[src/rtl/rr_arbiter4.sv]
// Four-requester round-robin arbiter with hold limit and one-cycle turnaround gap.
// Grant is registered one-hot; grant_idx remembers the most recent winner.
module rr_arbiter4 #(
    parameter int MAX_HOLD = 8,
    parameter int CNT_W    = 8
) (
    input  logic       clk,
    input  logic       rst,
    input  logic       en,
    input  logic [3:0] req,
    output logic [3:0] grant,
    output logic [1:0] grant_idx,
    output logic       grant_valid,
    output logic       timeout
);
    typedef enum logic [1:0] {IDLE, GRANT, GAP} state_t;

    localparam logic [CNT_W-1:0] HOLD_LIMIT = CNT_W'(MAX_HOLD);

    state_t           state_reg, state_next;
    logic [3:0]       grant_reg, grant_next;
    logic [1:0]       idx_reg, idx_next;
    logic [1:0]       ptr_reg, ptr_next;
    logic             valid_reg, valid_next;
    logic             timeout_reg, timeout_next;
    logic [CNT_W-1:0] hold_cnt_reg, hold_cnt_next;

    // Requests rotated so that offset 0 is the current priority holder.
    logic [1:0] rot_idx [4];
    logic [3:0] req_rot;
    logic [1:0] win_idx;

    generate
        for (genvar gi = 0; gi < 4; gi++) begin : g_rotate
            assign rot_idx[gi] = ptr_reg + 2'(gi);
            assign req_rot[gi] = req[rot_idx[gi]];
        end
    endgenerate

    always_comb begin
        win_idx = ptr_reg;
        for (int i = 3; i >= 0; i--) begin
            if (req_rot[i]) win_idx = rot_idx[i];
        end
    end

    always_comb begin
        state_next    = state_reg;
        idx_next      = idx_reg;
        ptr_next      = ptr_reg;
        valid_next    = 1'b0;
        timeout_next  = 1'b0;
        hold_cnt_next = '0;
        case (state_reg)
            IDLE, GAP: begin
                if (en && (req != 4'b0000)) begin
                    state_next    = GRANT;
                    idx_next      = win_idx;
                    valid_next    = 1'b1;
                    hold_cnt_next = CNT_W'(1);
                end else begin
                    state_next = IDLE;
                end
            end
            GRANT: begin
                if (!en || !req[idx_reg] || (hold_cnt_reg == HOLD_LIMIT)) begin
                    // Voluntary release takes precedence over the hold limit.
                    timeout_next = en && req[idx_reg];
                    state_next   = GAP;
                    ptr_next     = idx_reg + 2'd1;
                end else begin
                    valid_next    = 1'b1;
                    hold_cnt_next = hold_cnt_reg + CNT_W'(1);
                end
            end
            default: state_next = IDLE;
        endcase
    end

    // Output stage: 2-to-4 one-hot decode of the next grant index.
    generate
        for (genvar gi = 0; gi < 4; gi++) begin : g_decode
            assign grant_next[gi] = valid_next && (idx_next == 2'(gi));
        end
    endgenerate

    always_ff @(posedge clk) begin
        if (rst) begin
            state_reg    <= IDLE;
            grant_reg    <= 4'b0000;
            idx_reg      <= 2'b00;
            ptr_reg      <= 2'b00;
            valid_reg    <= 1'b0;
            timeout_reg  <= 1'b0;
            hold_cnt_reg <= '0;
        end else begin
            state_reg    <= state_next;
            grant_reg    <= grant_next;
            idx_reg      <= idx_next;
            ptr_reg      <= ptr_next;
            valid_reg    <= valid_next;
            timeout_reg  <= timeout_next;
            hold_cnt_reg <= hold_cnt_next;
        end
    end

    assign grant       = grant_reg;
    assign grant_idx   = idx_reg;
    assign grant_valid = valid_reg;
    assign timeout     = timeout_reg;
endmodule

[config.mk]
export PLATFORM = sky130hd
export DESIGN_NAME = rr_arbiter4
export DESIGN_NICKNAME = d
export VERILOG_FILES = /design/src/rtl/rr_arbiter4.sv
export SDC_FILE = /design/constraint.sdc
export NUM_CORES = 1
export LEC_CHECK = 0
export CAP_MARGIN = 20
export CORE_MARGIN = 2
export CORE_UTILIZATION = 50
export DETAILED_ROUTE_END_ITERATION = 10
export GPL_TIMING_DRIVEN = 0
export PLACE_DENSITY = 0.75
export SYNTH_ARGS = -nofsm -noshare
export SYNTH_HDL_FRONTEND = slang
export SYNTH_SLANG_ARGS = --single-unit
[constraint.sdc]
create_clock -name clk -period 1.7 [get_ports clk]
set_input_delay 0.34 -clock clk [delete_from_list [all_inputs] [get_ports clk]]
set_output_delay 0.34 -clock clk [all_outputs]
set_load 0.005 [all_outputs]
==> metrics.csv, run 1 <==
stage,metric,value,unit
timing,Slew Limit Fails,0,
worst_setup_path,Worst Reg2Reg Path Length in Cells,6,
clock_network,CTS tree,yes,
worst_setup_path,reg2reg setup slack,0.15,ns
worst_setup_path,"Req. time, crit path",1.90,ns
worst_setup_path,Critical Path AT,1.85,ns
timing,setup violators final,0,
worst_setup_path,Crit Path Category,in2reg,
worst_setup_path,Crit. End Element,register,
floorplanning,Die Ht,47.5,um
placed_design,Port Buffers,13,
drt,ANT nets after route,0,
floorplanning,Die X,47.5,um
drt,Via-to-Cell Ratio,5.17,
drt,TritonRoute pass-1 iters,4,
clock_network,clock latency on the worst-skew pair,0.29,ns
drt,violation count after the first detailed-routing iteration,20,
yosys,post-synthesis sequential area ratio,42.4,%
global_route,GRT busiest layer,met2,
yosys,Unique masters post-synth,36,
yosys,Post-synth EDFFs,0,
drt,DRC,0,
floorplanning,Starting Density,54.1,%
global_route,vias in the first global route,618,
timing,worst-case headroom to the max-slew limit,71.4,%
worst_setup_path,Worst path slowest cell,clkdlybuf4s50_1,
timing,RSZ-0062 raised after global routing,no,
timing,Clock Skew,0.00599,ns
global_route,initial antenna violation count,0,
worst_setup_path,crit path cell chain,"clkdlybuf4s50_1, or2_4, o31ai_4, buf_4, o21a_4, inv_2, and3_1",
yosys,Post-synth top cells,"dfxtp_1 (20), nor2_1 (15), inv_1 (7)",
floorplanning,core region area,1750,um^2
cells_and_area,Largest register FFs,8,
cells_and_area,"Design Area, Final",1160,um^2
worst_setup_path,Worst setup SP type,input pin,
timing,Slew @ Worst Pin,0.428,ns
floorplanning,Rows,15,
worst_setup_path,Crit Path Max Fanout,5,
cells_and_area,share of cells above drive strength 1,17.9,%
yosys,Seq cells post-synth,20,
worst_setup_path,slowest cell delay on critical path,0.48,ns
drt,routed wire length per instance,12.2,um
yosys,most instantiated library cell after synthesis,dfxtp_1,
clock_network,CTS sink count,20,
yosys,ys flop type,dfxtp_1,
hold_path,hold depth,2,
yosys,Syn Std Cell Area,945,um^2
yosys,Syn. warnings,0,
clock_network,Root Buffer,clkbuf_4,
timing,crit share post-route,97.1,%
cells_and_area,ant diodes,0,
yosys,share of the synthesized area in the top cell type,42.4,%
floorplanning,die area,2250,um^2
yosys,largest cells by area after synthesis,"dfxtp_1 (42%), nor2_1 (6.0%), mux2i_1 (5.3%), xor2_1 (3.7%), inv_1 (2.8%)",
clock_network,Clock Tree Buf Depth,2,
clock_network,cts bufs inserted,3,
global_route,M3 GR Usage,3.40,%
yosys,Post-Synthesis Net Count,108,
clock_network,clk slew on worst S/H paths,0.10,ns
placed_design,post-DP HPWL,1260,um
status,status,"finished, final reports clean",
power_and_ir_drop,worst ir drop on vdd,0.000531,V
timing,post-route setup TNS,0,ns
placed_design,dpl cell area,1110,um^2
cells_and_area,Syn-to-layout area delta,22.4,%
clock_network,"Hold-fix buffers, CTS",0,
global_route,final global-route overflow total,0,
power_and_ir_drop,Pwr Density,759,nW/um^2
timing,final hold vios,0,
power_and_ir_drop,total power,0.000877,W
drt,via count,734,
yosys,cell taking the most area after synthesis,dfxtp_1,
flow_run,Max-Cap Viols,0,
global_route,met1 Use GR,23.5,%
global_route,pin count of the biggest net entering global routing,11,
drt,Final Routed Wirelength,1730,um
floorplanning,Top-Level Pins,15,
cells_and_area,core occupancy in the finished layout,66.2,%
timing,post-layout min period,1.65,ns
yosys,Post-synth ARST share,0,%
global_route,M2 GR Usage,27.8,%
placed_design,Placer Congestion,0.724,
global_route,GRT Total Usage,17.8,%
hold_path,min-delay worst type,in2reg,
timing,FMAX,606,MHz
power_and_ir_drop,LEAKAGE,0.433,nW
yosys,Avg Inst Size Synth,9.54,um^2
yosys,Mapped Cells,99,
cells_and_area,Layout Nets,128,
clock_network,H-tree depth,1,
global_route,first-pass GRT wire length,2740,um
## layer usage
layer	routed length, um	vias to the layer above
li1	-	378
met1	818	330
met2	808	22
met3	75	4
met4	27	0
met5	0	-
## per-stage QoR
step | std cells | hold WS (ns) | worst slack (ns)
2_1_floorplan | 99 | 0.499 | 0.273
3_3_place_gp | 137 | 0.521 | -0.320
3_5_place_dp | 137 | 0.540 | -0.360
4_1_cts | 140 | 0.414 | 0.000742
5_1_grt | 142 | 0.441 | 0.0135
6_report | 142 | 0.421 | 0.0493
## cell usage in the layout, fill, tap and decap left out, types with 2 or more instances in the layout
cell type,synthesis,routed
dfxtp_1,20,20
nor2_1,15,15
clkdlybuf4s50_1,0,10
inv_1,7,7
mux2i_1,5,5
nand2_1,4,4
xor2_1,4,4
buf_4,1,3
nand2b_1,3,3
a211oi_1,3,3
and3_1,3,3
nand3_1,3,3
xnor2_1,3,3
clkbuf_4,0,3
o22ai_1,2,2
o21ai_0,2,2
nor3b_1,2,2
ha_1,2,2
dlygate4sd2_1,0,2
## where the power goes
part	internal [W]	leakage [nW]	switching, W
Sequential	0.000488	0.163	0.0000129
Clock	0.0000824	0.0138	0.000129
Combinational	0.0000831	0.256	0.0000820
## critical path, delay by kind of cell
kind	cells	cell delay (ns)
AOI/OAI and AO/OA	2	0.39
buffers and inverters	3	0.69
and+or+nand+nor	2	0.44
## cells by family (layout without fill, tap and decap cells)
logic type,count (synthesis),count (layout),synth area share (%)
compound gates,15,15,15.1
xor+xnor,7,7,6.49
fa+ha+maj,2,2,2.65
buf+inv,11,29,4.90
flops,20,20,42.4
mux,5,5,5.30
simple gates,39,39,23.2
## path summary, 6_finish.rpt
kind	to	startpoint
min reg2reg	hold_cnt_reg[7]	hold_cnt_reg[7]
min	grant_idx[1]	rst
max	grant[0]	req[3]
max reg2reg	grant[0]	hold_cnt_reg[5]
## cell type report
cell class | count | area, um^2
Tap cell | 25 | 31.3
Sequential cell | 20 | 400
Clock buffer | 3 | 22.5
Multi-Input combinational cell | 68 | 510
Buffer | 3 | 16.3
Timing Repair Buffer | 15 | 145
Inverter | 8 | 30.0
Fill cell | 160 | 589
## repair_timing
action	in CTS	in global routing
pin swaps	1	1
setup endpoints to repair	3	7
resized for setup	5	1
setup buffers	0	2
Power figures use the tool's default switching activity.
==> inputs of run 2 (changes only) <==
--- a/config.mk
+++ b/config.mk
@@ -11,6 +11,7 @@
 export DETAILED_ROUTE_END_ITERATION = 10
 export GPL_TIMING_DRIVEN = 0
 export PLACE_DENSITY = 0.75
+export RECOVER_POWER = 25
 export SYNTH_ARGS = -nofsm -noshare
 export SYNTH_HDL_FRONTEND = slang
 export SYNTH_SLANG_ARGS = --single-unit
==> results of run 2 <==
The final DEF is identical to that of run 1; final timing and power are the same.
==> inputs of run 3 (changes only) <==
--- a/config.mk
+++ b/config.mk
@@ -5,12 +5,12 @@
 export SDC_FILE = /design/constraint.sdc
 export NUM_CORES = 1
 export LEC_CHECK = 0
+export ABC_AREA = 1
 export CAP_MARGIN = 20
 export CORE_MARGIN = 2
 export CORE_UTILIZATION = 50
 export DETAILED_ROUTE_END_ITERATION = 10
-export GPL_TIMING_DRIVEN = 0
-export PLACE_DENSITY = 0.75
+export PLACE_DENSITY = 0.74
 export RECOVER_POWER = 25
 export SYNTH_ARGS = -nofsm -noshare
 export SYNTH_HDL_FRONTEND = slang
==> metrics.csv, run 3 <==
stage,metric,value,unit
yosys,most instantiated library cell after synthesis,nand2_1,
yosys,Unique masters post-synth,23,
timing,setup violators final,0,
floorplanning,Die X,50.7,um
yosys,Syn. warnings,0,
worst_setup_path,Crit. End Element,output port,
clock_network,Root Buffer,clkbuf_4,
global_route,first-pass GRT wire length,4070,um
drt,TritonRoute pass-1 iters,4,
timing,post-layout min period,1.62,ns
timing,FMAX,617,MHz
cells_and_area,most frequent cells in the layout,"nand2_1 (36), dfxtp_1 (18), nor2_1 (17), inv_1 (14)",
clock_network,Post-CTS Setup Inserts,0,
worst_setup_path,slowest cell delay on critical path,0.54,ns
power_and_ir_drop,LEAKAGE,0.590,nW
placed_design,Port Buffers,14,
yosys,largest cells by area after synthesis,"dfxtp_1 (37%), nand2_1 (12%), nor2_1 (5.9%), nand3_1 (5.5%), inv_1 (4.8%)",
timing,crit share post-route,95.3,%
worst_setup_path,crit path cell chain,clkdlybuf4s50_1,
global_route,pin count of the biggest net entering global routing,13,
cells_and_area,"commonest non-fill, non-tap cell in the layout",nand2_1,
timing,post-route setup TNS,0,ns
timing,final hold vios,0,
drt,Final Routed Wirelength,2250,um
cells_and_area,ant diodes,0,
worst_setup_path,reg2reg setup slack,0.29,ns
yosys,Mapped Cells,149,
cells_and_area,core occupancy in the finished layout,69.1,%
yosys,Post-synth top cells,"nand2_1 (36), dfxtp_1 (20), nor2_1 (17)",
worst_setup_path,Worst Reg2Reg Path Length in Cells,12,
global_route,vias in the first global route,980,
clock_network,"Hold-fix buffers, CTS",0,
drt,ANT nets after route,0,
timing,worst-case headroom to the max-slew limit,80.1,%
yosys,Post-synth ARST share,0,%
yosys,cell taking the most area after synthesis,dfxtp_1,
timing,Clock Skew,0.00638,ns
worst_setup_path,Crit Path Category,reg2out,
status,status,"finished, final reports clean",
floorplanning,die area,2570,um^2
hold_path,hold depth,2,
global_route,initial antenna violation count,0,
drt,Via-to-Cell Ratio,4.91,
worst_setup_path,critical path startpoint,grant_idx[1],
worst_setup_path,Worst R2R End,grant[1],
clock_network,clock latency on the worst-skew pair,0.30,ns
worst_setup_path,Worst path slowest cell,clkdlybuf4s50_1,
placed_design,post-DP HPWL,1750,um
timing,RSZ-0062 raised after global routing,no,
drt,routed wire length per instance,11.1,um
worst_setup_path,Worst setup SP type,register,
floorplanning,Top-Level Pins,15,
clock_network,Clock Tree Buf Depth,2,
placed_design,Placer Congestion,0.861,
cells_and_area,share of cells above drive strength 1,22.2,%
worst_setup_path,FF-to-FF Start,ptr_reg[0],
timing,Fin Hold WS,0.528,ns
worst_setup_path,Buf/Inv on CP,1,
power_and_ir_drop,worst ir drop on vdd,0.000604,V
global_route,GRT Total Usage,20.2,%
yosys,post-synthesis sequential area ratio,36.8,%
placed_design,Placed Cells,199,
hold_path,min-delay worst type,reg2reg,
yosys,share of the synthesized area in the top cell type,36.8,%
drt,via count,997,
yosys,ys flop type,dfxtp_1,
worst_setup_path,Worst path top cell family by delay,buffers and inverters,
yosys,Avg Inst Size Synth,7.31,um^2
worst_setup_path,Critical Path AT,1.28,ns
floorplanning,Rows,16,
timing,Slew Limit Fails,0,
clock_network,H-tree depth,1,
yosys,Syn Std Cell Area,1090,um^2
yosys,Seq cells post-synth,20,
power_and_ir_drop,Pwr Density,850,nW/um^2
cells_and_area,Syn-to-layout area delta,27.1,%
floorplanning,Die Ht,50.7,um
cells_and_area,Post-Layout Cell Count,203,
clock_network,Post-CTS Resized,1,
clock_network,cts bufs inserted,3,
flow_run,Max-Cap Viols,0,
hold_path,worst hold path endpoint,hold_cnt_reg[7],
cells_and_area,Largest register FFs,8,
timing,Slew @ Worst Pin,0.297,ns
clock_network,CTS tree,yes,
hold_path,HP Start,hold_cnt_reg[7],
worst_setup_path,"Req. time, crit path",1.36,ns
yosys,Post-Synthesis Net Count,158,
floorplanning,Starting Density,54.4,%
cells_and_area,Layout Nets,186,
yosys,Post-synth EDFFs,0,
drt,violation count after the first detailed-routing iteration,23,
global_route,final global-route overflow total,0,
worst_setup_path,Crit Path Max Fanout,4,
floorplanning,core region area,2000,um^2
clock_network,CTS sink count,20,
clock_network,clk slew on worst S/H paths,0.12,ns
drt,DRC,0,
run 3: cell count changes after synthesis, sizes merged, moves of 4 or more:
cell / before / now
nand3: 4 / 17
mux2i: 5 / 0
inv: 8 / 23
nand4: 0 / 4
nand2: 4 / 39
run 3: cell type report:
cell class | count | area [um^2]
Fill cell | 182 | 618
Inverter | 23 | 86.3
Sequential cell | 20 | 405
Timing Repair Buffer | 25 | 223
Tap cell | 27 | 33.8
Multi-Input combinational cell | 104 | 583
Clock inverter | 1 | 30.0
Clock buffer | 3 | 22.5
run 3: through the flow:
step	cell area, um^2	total power (W)	worst slack [ns]
after floorplan	1090	0.000702	0.447
after CTS	1380	0.00119	0.0309
after global placement	1320	0.000790	-0.106
after detailed placement	1320	0.000795	-0.144
after global routing	1380	0.00124	0.0257
final	1380	0.00118	0.0796
run 3: report_power, final:
part	total (W)	switching, W	internal [W]
Clock	0.000386	0.000148	0.000238
Sequential	0.000517	0.0000257	0.000492
Combinational	0.000273	0.000149	0.000124
run 3: cell families after synthesis:
| logic type | after synthesis | share of synthesized area (%) |
|---|---|---|
| adder cells (fa/ha/maj) | 2 | 2.30 |
| flip-flops | 20 | 36.8 |
| AND/OR/NAND/NOR | 82 | 36.1 |
| AO/OA/AOI/OAI | 15 | 10.8 |
| XOR/XNOR | 5 | 4.02 |
| buffers and inverters | 25 | 10.0 |
run 3: layer usage:
layer / global-route usage (%) / share of wire, % / wire length (um) / up-vias
met5: 0 / 0 / 0 / -
met4: 4.50 / 0.62 / 14 / 0
met3: 5.06 / 4.3 / 97 / 2
met2: 33.3 / 46 / 1020 / 23
met1: 26.4 / 49 / 1110 / 441
li1: - / - / - / 531
run 3: how the worst max path moves through the flow:
stage,end,depth (start not counted),slack [ns]
2_1_floorplan,grant[0],8,0.45
3_3_place_gp,grant[3],11,-0.11
3_5_place_dp,grant[2],9,-0.14
4_1_cts,grant_idx[0],1,0.03
5_1_grt,timeout,10,0.03
6_report,grant_idx[1],1,0.08
